## src/rtl/sw_debouncer_pkg.sv

```systemverilog
// Shared state encodings and default constants for the switch debouncer.
package sw_debouncer_pkg;

    // Per-bit debounce FSM: stable low/high and the two waiting states
    typedef enum logic [1:0] {
        S_LO = 2'b00,
        W_HI = 2'b01,
        S_HI = 2'b11,
        W_LO = 2'b10
    } db_state_e;

    // 10 ms at 50 MHz
    localparam int unsigned DEBOUNCE_CYCLES_DEF = 500_000;
    localparam int unsigned SYNC_STAGES_DEF     = 2;

endpackage : sw_debouncer_pkg

```

## src/rtl/sw_debouncer_debounce_bit.sv

```systemverilog
// Single-bit synchroniser + debounce FSM with registered level and edge pulses.
module debounce_bit
    import sw_debouncer_pkg::*;
#(
    parameter int unsigned SYNC_STAGES     = SYNC_STAGES_DEF,
    parameter int unsigned DEBOUNCE_CYCLES = DEBOUNCE_CYCLES_DEF
) (
    input  logic clk,
    input  logic i_rst,
    input  logic i_raw,
    output logic o_level,
    output logic o_rise,
    output logic o_fall
);

    localparam int unsigned    CNT_W    = $clog2(DEBOUNCE_CYCLES);
    localparam logic [CNT_W-1:0] CNT_LAST = CNT_W'(DEBOUNCE_CYCLES - 1);

    logic [SYNC_STAGES-1:0] r_sync;
    logic                   w_s;
    db_state_e              r_state;
    logic [CNT_W-1:0]       r_cnt;

    assign w_s = r_sync[SYNC_STAGES-1];

    // Synchroniser chain: the only path from the raw pin into the logic
    always_ff @(posedge clk or posedge i_rst) begin
        if (i_rst) begin
            r_sync <= '0;
        end else begin
            r_sync <= {r_sync[SYNC_STAGES-2:0], i_raw};
        end
    end

    // Debounce FSM: a new level must hold for DEBOUNCE_CYCLES samples; any reversal aborts
    always_ff @(posedge clk or posedge i_rst) begin
        if (i_rst) begin
            r_state <= S_LO;
            r_cnt   <= '0;
            o_level <= 1'b0;
            o_rise  <= 1'b0;
            o_fall  <= 1'b0;
        end else begin
            o_rise <= 1'b0;
            o_fall <= 1'b0;
            case (r_state)
                S_LO: begin
                    if (w_s) begin
                        r_state <= W_HI;
                        r_cnt   <= '0;
                    end
                end
                W_HI: begin
                    if (!w_s) begin
                        r_state <= S_LO;
                        r_cnt   <= '0;
                    end else if (r_cnt == CNT_LAST) begin
                        r_state <= S_HI;
                        r_cnt   <= '0;
                        o_level <= 1'b1;
                        o_rise  <= 1'b1;
                    end else begin
                        r_cnt <= r_cnt + CNT_W'(1);
                    end
                end
                S_HI: begin
                    if (!w_s) begin
                        r_state <= W_LO;
                        r_cnt   <= '0;
                    end
                end
                W_LO: begin
                    if (w_s) begin
                        r_state <= S_HI;
                        r_cnt   <= '0;
                    end else if (r_cnt == CNT_LAST) begin
                        r_state <= S_LO;
                        r_cnt   <= '0;
                        o_level <= 1'b0;
                        o_fall  <= 1'b1;
                    end else begin
                        r_cnt <= r_cnt + CNT_W'(1);
                    end
                end
                default: begin
                    r_state <= S_LO;
                    r_cnt   <= '0;
                end
            endcase
        end
    end

endmodule : debounce_bit

```

## src/rtl/sw_debouncer.sv

```systemverilog
// Board slide-switch conditioner: N_SW independent debounced bits plus edge pulses.
module sw_debouncer
    import sw_debouncer_pkg::*;
#(
    parameter int unsigned N_SW            = 4,
    parameter int unsigned SYNC_STAGES     = SYNC_STAGES_DEF,
    parameter int unsigned DEBOUNCE_CYCLES = DEBOUNCE_CYCLES_DEF
) (
    input  logic            clk,
    input  logic            i_rst,
    input  logic [N_SW-1:0] i_sw,
    output logic [N_SW-1:0] o_sw,
    output logic [N_SW-1:0] o_rise,
    output logic [N_SW-1:0] o_fall,
    output logic            o_change
);

    // One debouncer per switch bit
    for (genvar g = 0; g < int'(N_SW); g++) begin : g_bit
        debounce_bit #(
            .SYNC_STAGES    (SYNC_STAGES),
            .DEBOUNCE_CYCLES(DEBOUNCE_CYCLES)
        ) u_bit (
            .clk    (clk),
            .i_rst  (i_rst),
            .i_raw  (i_sw[g]),
            .o_level(o_sw[g]),
            .o_rise (o_rise[g]),
            .o_fall (o_fall[g])
        );
    end

    // Any debounced edge on any bit; pulses are flops so this is glitch-free
    assign o_change = |(o_rise | o_fall);

endmodule : sw_debouncer

```

## config.mk

```make
export PLATFORM = sky130hd
export DESIGN_NAME = sw_debouncer
export DESIGN_NICKNAME = d
export VERILOG_FILES = /design/src/rtl/sw_debouncer_pkg.sv /design/src/rtl/sw_debouncer_debounce_bit.sv /design/src/rtl/sw_debouncer.sv
export SDC_FILE = /design/constraint.sdc
export NUM_CORES = 1
export LEC_CHECK = 0
export CORE_MARGIN = 2
export CORE_UTILIZATION = 41
export DETAILED_ROUTE_END_ITERATION = 12
export PLACE_DENSITY = 0.64
export SYNTH_ARGS = -nofsm -noshare
export SYNTH_HDL_FRONTEND = slang
export SYNTH_SLANG_ARGS = --single-unit
```

## constraint.sdc

```tcl
create_clock -name clk -period 4.4 [get_ports clk]
set_clock_uncertainty 0.2 [all_clocks]
set_input_delay 0.66 -clock clk [delete_from_list [all_inputs] [get_ports clk]]
set_output_delay 0.66 -clock clk [all_outputs]
set_load 0.03 [all_outputs]
```

==> impl_metrics.env, run 1 <==
export IMPL_run_status="completed"
export IMPL_synth_cell_types=58
export IMPL_rsz0062_at_grt="no"
export IMPL_fin_setup_tns_ns=0
export IMPL_core_area_um2=13900
export IMPL_synth_top_cell_area_share_pct=44.6
export IMPL_synthTopCellsByArea="dfrtp_1 (45%), nand2_1 (4.8%), nor2_1 (4.7%), ha_1 (4.3%), nand3_1 (3.6%)"
export IMPL_post_dp_cell_area_um2=6070
export IMPL_drtIter0Drc=316
export IMPL_yosys_warnings=0
export IMPL_worst_pin_slew_ns=0.999
export IMPL_postCtsHoldBufs=0
export IMPL_numCtsBuffers=9
export IMPL_drt_total_wl_um=11800
export IMPL_stdcell_count=818
export IMPL_firstDrtPassIters=8
export IMPL_grt_antenna_before_repair=0
export IMPL_hold_slack_ns=0.150
export IMPL_area_growth_pct=9.44
export IMPL_synthArstFlopShare_pct=100
export IMPL_irDropWorstVdd_mv=0.212
export IMPL_fp_dieW_um=123
export IMPL_grt_max_degree=43
export IMPL_io_buffers=18
export IMPL_synth_area_um2=5830
export IMPL_clock_fmax_mhz=358
export IMPL_end_kind="flip-flop"
export IMPL_via_count=4621
export IMPL_post_cts_buffers=0
export IMPL_nNetsFinal=659
export IMPL_syn_inst=634
export IMPL_slew_headroom_pct=32.3
export IMPL_vias_per_cell=5.65
export IMPL_hold_path_class="flip-flop to flip-flop"
export IMPL_power_density_nw_per_um2=443
export IMPL_startpoint="g_bit[0].u_bit.r_state[0]"
export IMPL_die_h_um=123
export IMPL_timing_final_ws_setup_ns=1.61
export IMPL_synth_seq_area_share_pct=44.6
export IMPL_clk_latency_ns=0.36
export IMPL_ioPinCount=19
export IMPL_initial_core_util_pct=42.0
export IMPL_grt_pass1_vias=4464
export IMPL_register_area_um2=2600
export IMPL_fin_area_um2=6380
export IMPL_fin_crit_ns=2.79
export IMPL_synth_edf_count=0
export IMPL_wl_per_cell_um=14.4
export IMPL_maxCapViolations=0
export IMPL_startpoint_type="flip-flop"
export IMPL_drc=0
export IMPL_place_ws_ns=1.64
export IMPL_gp_congestion=0.859
export IMPL_clock_path_buffers=2
export IMPL_cts_clk_slew_worst_paths_ns=0.08
export IMPL_met1_usage_pct=21.9
export IMPL_hold_violations=0
export IMPL_synthFlopType="dfrtp_1"
export IMPL_dp_cells=802
export IMPL_hpwl_um=8320
export IMPL_arrival_ns=2.82
export IMPL_rows=43
export IMPL_grt_use_met2_pct=27.5
export IMPL_cts_tree="yes"
export IMPL_root_buffer="clkbuf_16"
export IMPL_drive_above_1_share_pct=5.49
export IMPL_n_antenna_cell=0
export IMPL_fillCellCount=1318
export IMPL_h_tree_depth=3
export IMPL_clock_sinks=104
export IMPL_finalSetupViolCount=0
export IMPL_p_leak_nw=2.53
export IMPL_dieArea_um2=15200
export IMPL_synth_area_per_cell_um2=9.20
export IMPL_grtUsageMet3_pct=4.52
export IMPL_slew_viol_final=0
export IMPL_critical_path_class="flip-flop to flip-flop"
export IMPL_cts_resized=0
export IMPL_overflow=0
export IMPL_power_total_mw=2.83
export IMPL_multi_input_area_um2=2960
export IMPL_worstPathRequired_ns=4.43
export IMPL_hold_start="g_bit[2].u_bit.r_sync[0]"
export IMPL_post_route_util_pct=46.0
export IMPL_min_period_over_period_pct=63.5
export IMPL_regToRegStartpoint="g_bit[0].u_bit.r_state[0]"
export IMPL_synth_nets=660
export IMPL_ant_nets=0
export IMPL_post_synth_top_area_cell="dfrtp_1"
export IMPL_grt_usage_pct=17.0
export IMPL_grt_pass1_wl_um=20400
export IMPL_crit_fanout=13
export IMPL_ys_ff_latch=104
export IMPL_grt_busiest_layer="met2"
-- critical path: stages, from the launching register on --
cell and delay [ns]:
dfrtp_1 0.43, inv_1 0.10, ha_1 0.16, inv_1 0.06
o21ai_0 0.29, o311a_1 0.56, nand2_1 0.39, o311ai_0 0.46
-- worst paths after layout --
path,to,slack [ns],cells past startpoint
max,g_bit[0].u_bit.r_cnt[10],1.61,7
min,g_bit[2].u_bit.r_sync[1],0.15,0
max reg2reg,g_bit[0].u_bit.r_cnt[10],1.61,7
min reg2reg,g_bit[2].u_bit.r_sync[1],0.15,0
max in group asynchronous,g_bit[2].u_bit.r_cnt[3],2.63,3
min in group asynchronous,g_bit[3].u_bit.r_cnt[7],0.47,2
-- power by group --
group	switching (mW)	internal [mW]
Combinational	0.594	0.324
Clock	0.367	0.459
Sequential	0.0623	1.02
Total	1.02	1.80
-- logic make-up (layout without fill, tap and decap cells) --
group | count (synthesis) | after routing | synth area share (%)
and+or+nand+nor | 304 | 304 | 27.2
DFF | 104 | 104 | 44.6
AOI/OAI and AO/OA | 103 | 103 | 11.6
buffers and inverters | 55 | 59 | 4.57
xor gates and xnor gates | 37 | 37 | 5.56
adders and majority gates | 20 | 20 | 4.29
muxes | 11 | 11 | 2.17
-- layer usage --
metal / part of all wire, % / wire length [um]
met1: 46 / 5450
met2: 47 / 5590
met3: 4.8 / 570
met4: 1.5 / 174
met5: 0 / 0
-- cells in the final DEF, fill, tap and decap left out, types with 3 or more instances in the layout --
cell             netlist  final
dfrtp_1              104    104
nand2_1               74     74
nor2_1                73     73
nand3_1               42     42
o21ai_0               29     29
nand4_1               24     24
xnor2_1               24     24
a21oi_1               22     22
inv_1                 23     22
ha_1                  20     20
clkdlybuf4s50_1        0     18
nor3_1                15     15
xor2_1                13     13
nor4_1                12     12
o311ai_0              10     10
nand2b_1               9      9
or4_1                  9      9
clkbuf_16              0      9
and4_1                 7      7
and3_1                 6      6
a21o_1                 6      6
mux2_2                 5      5
a22o_1                 5      5
nor2b_1                5      5
mux2i_1                4      4
or3_1                  4      4
o22ai_1                4      4
nor4b_1                3      3
a21boi_0               3      3
o2bb2ai_1              3      3
nand3b_1               3      3
nor4_4                 3      3
a2bb2oi_1              3      3
or2_2                  3      3
nor3b_1                3      3
clkinv_4               0      3
-- sequential cells by signal (all words and copies together), names as in the netlist --
name and flops:
g_bit.u_bit.r_cnt 76, g_bit.u_bit.r_sync 8, g_bit.u_bit.o_fall 4, g_bit.u_bit.r_state 8
g_bit.u_bit.o_level 4, g_bit.u_bit.o_rise 4
-- Yosys cell counts (all sizes together), types with 3 or more instances --
cell type	instances
nand2	74
mux2	7
nand2b	9
a21o	6
and3	6
or4	9
ha	20
clkbuf	13
nor3	15
or3	4
or2	3
nand3b	3
buf	19
and4	7
xor2	13
a21oi	22
o311ai	11
nor4	15
o21ai	29
o22ai	4
a2bb2oi	3
mux2i	4
nor2b	5
nor3b	4
nor2	74
inv	23
nand4	24
a21boi	4
dfrtp	104
xnor2	24
nand3	42
a22o	5
nor4b	3
o2bb2ai	3
-- final cells by class --
type                            instances  share of cell area [%]
Clock inverter                          6                    1.08
Inverter                               23                    1.39
Sequential cell                       104                    40.8
Clock buffer                           10                    3.74
Tap cell                              180                    3.53
Multi-Input combinational cell        475                    46.4
Timing Repair Buffer                   20                    3.06
(Power assumes the default switching activity.)
==> run 2, diff against run 1 <==
--- a/config.mk
+++ b/config.mk
@@ -8,7 +8,7 @@
 export CORE_MARGIN = 2
 export CORE_UTILIZATION = 41
 export DETAILED_ROUTE_END_ITERATION = 12
-export PLACE_DENSITY = 0.64
+export PLACE_DENSITY = 0.66
 export SYNTH_ARGS = -nofsm -noshare
 export SYNTH_HDL_FRONTEND = slang
 export SYNTH_SLANG_ARGS = --single-unit
==> constraint.sdc (replaced) <==
create_clock -name clk -period 2.53 [get_ports clk]
set_clock_uncertainty 0.2 [all_clocks]
set_input_delay 0.3795 -clock clk [delete_from_list [all_inputs] [get_ports clk]]
set_output_delay 0.3795 -clock clk [all_outputs]
set_load 0.03 [all_outputs]
==> run 2 against run 1 <==
  * Via count rose by 1.5%
  * Fmax increased by 15%
  * Final area is 3.0% higher
  * Largest cell class unchanged
  * Largest power group unchanged
==> impl_metrics.env, run 2 (synthesis results as in run 1) <==
export IMPL_run_status="completed"
export IMPL_irDropWorstVdd_mv=0.360
export IMPL_whs_path_depth=0
export IMPL_grt_antenna_before_repair=0
export IMPL_dp_cells=826
export IMPL_switching_power_mw=1.80
export IMPL_worstPathRequired_ns=2.57
export IMPL_drive_above_1_share_pct=9.37
export IMPL_clock_fmax_mhz=410
export IMPL_reg2reg_to="g_bit[1].u_bit.r_state[1]"
export IMPL_io_buffers=18
export IMPL_drc=0
export IMPL_slowest_stage="or4_1"
export IMPL_seqPwrFrac_pct=38.0
export IMPL_largest_reg_flops=76
export IMPL_critPathMaxStageDelay_ns=0.58
export IMPL_hpwl_um=8780
export IMPL_rsz0062_at_grt="no"
export IMPL_crit_fanout=4
export IMPL_nNetsFinal=684
export IMPL_hold_violations=0
export IMPL_hold_start="g_bit[2].u_bit.r_sync[0]"
export IMPL_startpoint_type="flip-flop"
export IMPL_ant_nets=0
export IMPL_clock_sinks=104
export IMPL_rrSetupSlack_ns=0.09
export IMPL_area_growth_pct=12.7
export IMPL_rows=43
export IMPL_regMostFlops="g_bit.u_bit.r_cnt"
export IMPL_critical_path_top_delay_family="simple AND/OR/NAND/NOR gates"
export IMPL_timing_final_ws_setup_ns=0.0920
export IMPL_post_dp_cell_area_um2=6290
export IMPL_crit_chain="or4_1 > nor4_4 > nand2_1 > a21oi_1 > mux2_2"
export IMPL_grt_usage_pct=17.5
export IMPL_numCtsBuffers=9
export IMPL_post_route_util_pct=47.4
export IMPL_hold_end="g_bit[2].u_bit.r_sync[1]"
export IMPL_via_count=4691
export IMPL_fin_setup_tns_ns=0
export IMPL_fp_dieW_um=123
export IMPL_power_frac_comb_pct=36.6
export IMPL_grt_pass1_vias=4437
export IMPL_place_ws_ns=0.0229
export IMPL_layout_commonest_cell="dfrtp_1"
export IMPL_mostFrequentLayoutCells="dfrtp_1 (104), nand2_1 (73), nor2_1 (73)"
export IMPL_finalSetupViolCount=0
export IMPL_n_antenna_cell=0
export IMPL_drtIter0Drc=380
export IMPL_min_period_over_period_pct=96.4
export IMPL_drt_total_wl_um=12300
export IMPL_clk_latency_ns=0.35
export IMPL_top_regs="g_bit.u_bit.r_cnt x76, g_bit.u_bit.r_state x8, g_bit.u_bit.r_sync x8"
export IMPL_initial_core_util_pct=42.0
export IMPL_postCtsHoldBufs=0
export IMPL_hold_slack_ns=0.147
export IMPL_maxCapViolations=0
export IMPL_root_buffer="clkbuf_16"
export IMPL_path_buf_inv=0
export IMPL_overflow=0
export IMPL_cts_clk_slew_worst_paths_ns=0.07
export IMPL_p_clk_share_pct=25.4
export IMPL_grt_pass1_wl_um=21100
export IMPL_stdcell_count=842
export IMPL_die_h_um=123
export IMPL_dieArea_um2=15200
export IMPL_fillCellCount=1285
export IMPL_critical_path_class="flip-flop to flip-flop"
export IMPL_power_total_mw=4.94
export IMPL_grt_max_degree=31
export IMPL_vias_per_cell=5.57
export IMPL_cts_tree="yes"
export IMPL_slew_viol_final=0
export IMPL_end_kind="flip-flop"
export IMPL_multi_input_area_um2=2980
export IMPL_worst_r2r_path_depth=5
export IMPL_core_area_um2=13900
export IMPL_firstDrtPassIters=4
export IMPL_regToRegStartpoint="g_bit[1].u_bit.r_cnt[5]"
export IMPL_register_area_um2=2600
export IMPL_fin_area_um2=6580
export IMPL_power_density_nw_per_um2=751
export IMPL_hold_path_class="flip-flop to flip-flop"
export IMPL_h_tree_depth=3
export IMPL_fin_crit_ns=2.44
export IMPL_arrival_ns=2.48
export IMPL_p_leak_nw=2.65
export IMPL_wl_per_cell_um=14.6
export IMPL_ioPinCount=19
export IMPL_clock_path_buffers=2
export IMPL_switching_share_pct=36.4
export IMPL_p_int_mw=3.14
export IMPL_worst_pin_slew_ns=0.638
export IMPL_slew_headroom_pct=57.4
export IMPL_gp_congestion=0.851
-- run 2: worst max path at each step --
| stage | from | end | slack (ns) | depth (start not counted) |
|---|---|---|---|---|
| floorplan | g_bit[2].u_bit.r_state[0] | g_bit[2].u_bit.r_cnt[17] | 0.15 | 8 |
| detailed placement | g_bit[2].u_bit.r_state[0] | g_bit[2].u_bit.r_cnt[17] | 0.02 | 7 |
| global route | g_bit[2].u_bit.r_state[0] | g_bit[2].u_bit.r_cnt[17] | 0.01 | 7 |
| CTS | g_bit[2].u_bit.r_state[0] | g_bit[2].u_bit.r_cnt[17] | 0.01 | 7 |
| finish | g_bit[1].u_bit.r_cnt[5] | g_bit[1].u_bit.r_state[1] | 0.09 | 5 |
| global placement | g_bit[2].u_bit.r_state[0] | g_bit[2].u_bit.r_cnt[17] | 0.12 | 6 |
-- run 2: layout make-up --
cell class	count	area share [%]
multi-input cells	475	45.3
flip-flops and latches	104	39.6
repair buffers	45	6.39
clock buffers	11	3.54
well taps	180	3.43
inverters	23	1.37
clock inverters	4	0.343
-- run 2: power by group through the flow --
stage                     Clock, mW  Sequential (mW)  Combinational [mW]
after floorplan                   0             1.88                1.30
after CTS                      1.30             1.88                1.78
after global routing           1.37             1.89                2.03
after detailed placement          0             1.91                1.77
final                          1.25             1.88                1.80
after global placement            0             1.90                1.70
-- run 2: timing repair --
action / 4_1_cts / 5_1_grt
resized for setup: 0 / 6
setup endpoints to repair: 0 / 10
setup buffers: 0 / 1
endpoints found under the hold margin: 0 / 0
-- run 2: per-layer routing --
layer / share of wire (%) / GRT usage [%] / routed length (um) / up-vias
met4: 1.5 / 6.75 / 181 / 0
li1: - / - / - / 2305
met1: 48 / 23.4 / 5870 / 2283
met2: 47 / 27.1 / 5740 / 90
met3: 4.0 / 4.70 / 493 / 13
met5: 0 / 0 / 0 / -
==> run 3, diff against run 2 <==
--- a/config.mk
+++ b/config.mk
@@ -5,6 +5,7 @@
 export SDC_FILE = /design/constraint.sdc
 export NUM_CORES = 1
 export LEC_CHECK = 0
+export CORE_ASPECT_RATIO = 0.7
 export CORE_MARGIN = 2
 export CORE_UTILIZATION = 41
 export DETAILED_ROUTE_END_ITERATION = 12
==> run 3 against run 2 <==
  * Combinational power about the same
  * Hold slack better by 0.0065 ns
  * Critical endpoint is now g_bit[1].u_bit.r_cnt[18]
  * Fmax down 1.1%
  * Largest cell class unchanged
  * Flip-flop and latch count unchanged
==> impl_metrics.env, run 3 (synthesis results as in run 1) <==
export IMPL_slew_headroom_pct=59.2
export IMPL_grt_pass1_wl_um=21100
export IMPL_h_tree_depth=3
export IMPL_fillCellCount=1278
export IMPL_gp_congestion=0.817
export IMPL_startpoint_type="flip-flop"
export IMPL_crit_fanout=9
export IMPL_mostFrequentLayoutCells="dfrtp_1 (104), nand2_1 (74), nor2_1 (73)"
export IMPL_overflow=0
export IMPL_cts_clk_slew_worst_paths_ns=0.07
export IMPL_rows=36
export IMPL_grt_max_degree=50
export IMPL_worst_pin_slew_ns=0.608
export IMPL_drtIter0Drc=332
export IMPL_fin_setup_tns_ns=0
export IMPL_critical_path_class="flip-flop to flip-flop"
export IMPL_rsz0062_at_grt="no"
export IMPL_p_leak_nw=2.64
export IMPL_hold_path_class="flip-flop to flip-flop"
export IMPL_maxCapViolations=0
export IMPL_clock_path_buffers=2
export IMPL_cts_resized=0
export IMPL_worstPathRequired_ns=2.56
export IMPL_firstDrtPassIters=5
export IMPL_fin_crit_ns=2.47
export IMPL_die_h_um=104
export IMPL_area_growth_pct=12.9
export IMPL_grt_pass1_vias=4407
export IMPL_top_regs="g_bit.u_bit.r_cnt x76, g_bit.u_bit.r_state x8, g_bit.u_bit.r_sync x8"
export IMPL_drt_total_wl_um=12200
export IMPL_run_status="completed"
export IMPL_clock_fmax_mhz=406
export IMPL_dieArea_um2=15200
export IMPL_core_area_um2=13900
export IMPL_post_cts_buffers=0
export IMPL_initial_core_util_pct=41.9
export IMPL_vias_per_cell=5.42
export IMPL_hpwl_um=8770
export IMPL_fp_dieW_um=147
export IMPL_postCtsHoldBufs=0
export IMPL_via_count=4612
export IMPL_largest_reg_flops=76
export IMPL_n_antenna_cell=0
export IMPL_slew_viol_final=0
export IMPL_drc=0
export IMPL_regMostFlops="g_bit.u_bit.r_cnt"
export IMPL_arrival_ns=2.49
export IMPL_grt_usage_pct=16.6
export IMPL_layout_commonest_cell="dfrtp_1"
export IMPL_irDropWorstVdd_mv=0.402
export IMPL_clock_sinks=104
export IMPL_fin_area_um2=6580
export IMPL_nNetsFinal=682
export IMPL_hold_violations=0
export IMPL_power_density_nw_per_um2=765
export IMPL_ant_nets=0
export IMPL_drive_above_1_share_pct=8.77
export IMPL_grt_antenna_before_repair=0
export IMPL_ioPinCount=19
export IMPL_io_buffers=18
export IMPL_end_kind="flip-flop"
export IMPL_wl_per_cell_um=14.3
export IMPL_clk_latency_ns=0.34
export IMPL_root_buffer="clkbuf_16"
export IMPL_post_dp_cell_area_um2=6290
export IMPL_min_period_over_period_pct=97.4
export IMPL_cts_tree="yes"
export IMPL_numCtsBuffers=9
export IMPL_finalSetupViolCount=0
==> run 3: cell count changes in the layout (fill, tap and decap cells not counted) <==
| cell | change |
|---|---|
| clkinv_2 | -2 |
| nand2_2 | -1 |
| clkinvlp_4 | +2 |
| buf_12 | -1 |
| nor3_2 | -1 |
| o21ai_1 | +1 |
| bufinv_16 | +1 |
| or4_4 | -1 |
| or4_1 | +1 |
| nor3_1 | +1 |
| buf_4 | -1 |
| nand2_1 | +1 |
| o21ai_0 | -1 |
==> run 3: per-layer routing <==
layer / part of all wire, % / wire (um) / vias to the layer above / track usage (%)
met4: 0.85 / 104 / 0 / 4.16
met3: 3.5 / 431 / 8 / 3.61
li1: - / - / 2300 / -
met5: 0 / 0 / - / 0
met2: 46 / 5540 / 87 / 26.0
met1: 50 / 6080 / 2217 / 23.6
==> run 3: final timing paths <==
kind / startpoint / endpoint / slack (ns) / cells after the start
worst max-delay path: g_bit[1].u_bit.r_state[0] / g_bit[1].u_bit.r_cnt[18] / 0.06 / 7
worst max register to register: g_bit[1].u_bit.r_state[0] / g_bit[1].u_bit.r_cnt[18] / 0.06 / 7
worst min register to register: g_bit[0].u_bit.r_sync[0] / g_bit[0].u_bit.r_sync[1] / 0.15 / 0
min in group asynchronous: i_rst / g_bit[2].u_bit.r_cnt[6] / 0.18 / 2
worst min-delay path: g_bit[0].u_bit.r_sync[0] / g_bit[0].u_bit.r_sync[1] / 0.15 / 0
max in group asynchronous: i_rst / g_bit[0].u_bit.r_cnt[18] / 1.38 / 3
==> run 3: report_power, final <==
part           internal [mW]  switching, mW
Clock                  0.767          0.613
Sequential              1.77          0.102
Combinational          0.702           1.08
Total                   3.24           1.80
==> run 3: critical path, stage by stage, from the launching register on <==
cell and delay (ns):
dfrtp_1 0.39, inv_1 0.09, ha_1 0.23, mux2_4 0.33
or4_1 0.63, nor3_1 0.29, xnor2_1 0.15, nor2_1 0.05
==> run 3: final cells by class <==
| type | instances | area, um^2 | area share [%] |
|---|---|---|---|
| repair buffers | 43 | 393 | 5.97 |
| flip-flops and latches | 104 | 2600 | 39.5 |
| well taps | 190 | 238 | 3.61 |
| clock buffers | 11 | 233 | 3.53 |
| clock inverters | 5 | 57.6 | 0.874 |
| multi-input cells | 475 | 2970 | 45.1 |
| inverters | 23 | 90.1 | 1.37 |
==> run 3: stage by stage <==
| step | cells | worst slack [ns] | total power, mW | util (%) | hold WS, ns |
|---|---|---|---|---|---|
| finish | 851 | 0.0649 | 5.04 | 47.3 | 0.153 |
| global route | 851 | 0.00870 | 5.38 | 47.3 | 0.164 |
| CTS | 851 | 0.0229 | 5.07 | 47.2 | 0.156 |
| detailed placement | 835 | 0.0241 | 3.67 | 45.2 | 0.140 |
| global placement | 835 | 0.127 | 3.59 | 45.2 | 0.135 |
| floorplan | 634 | 0.147 | 3.17 | - | 0.131 |
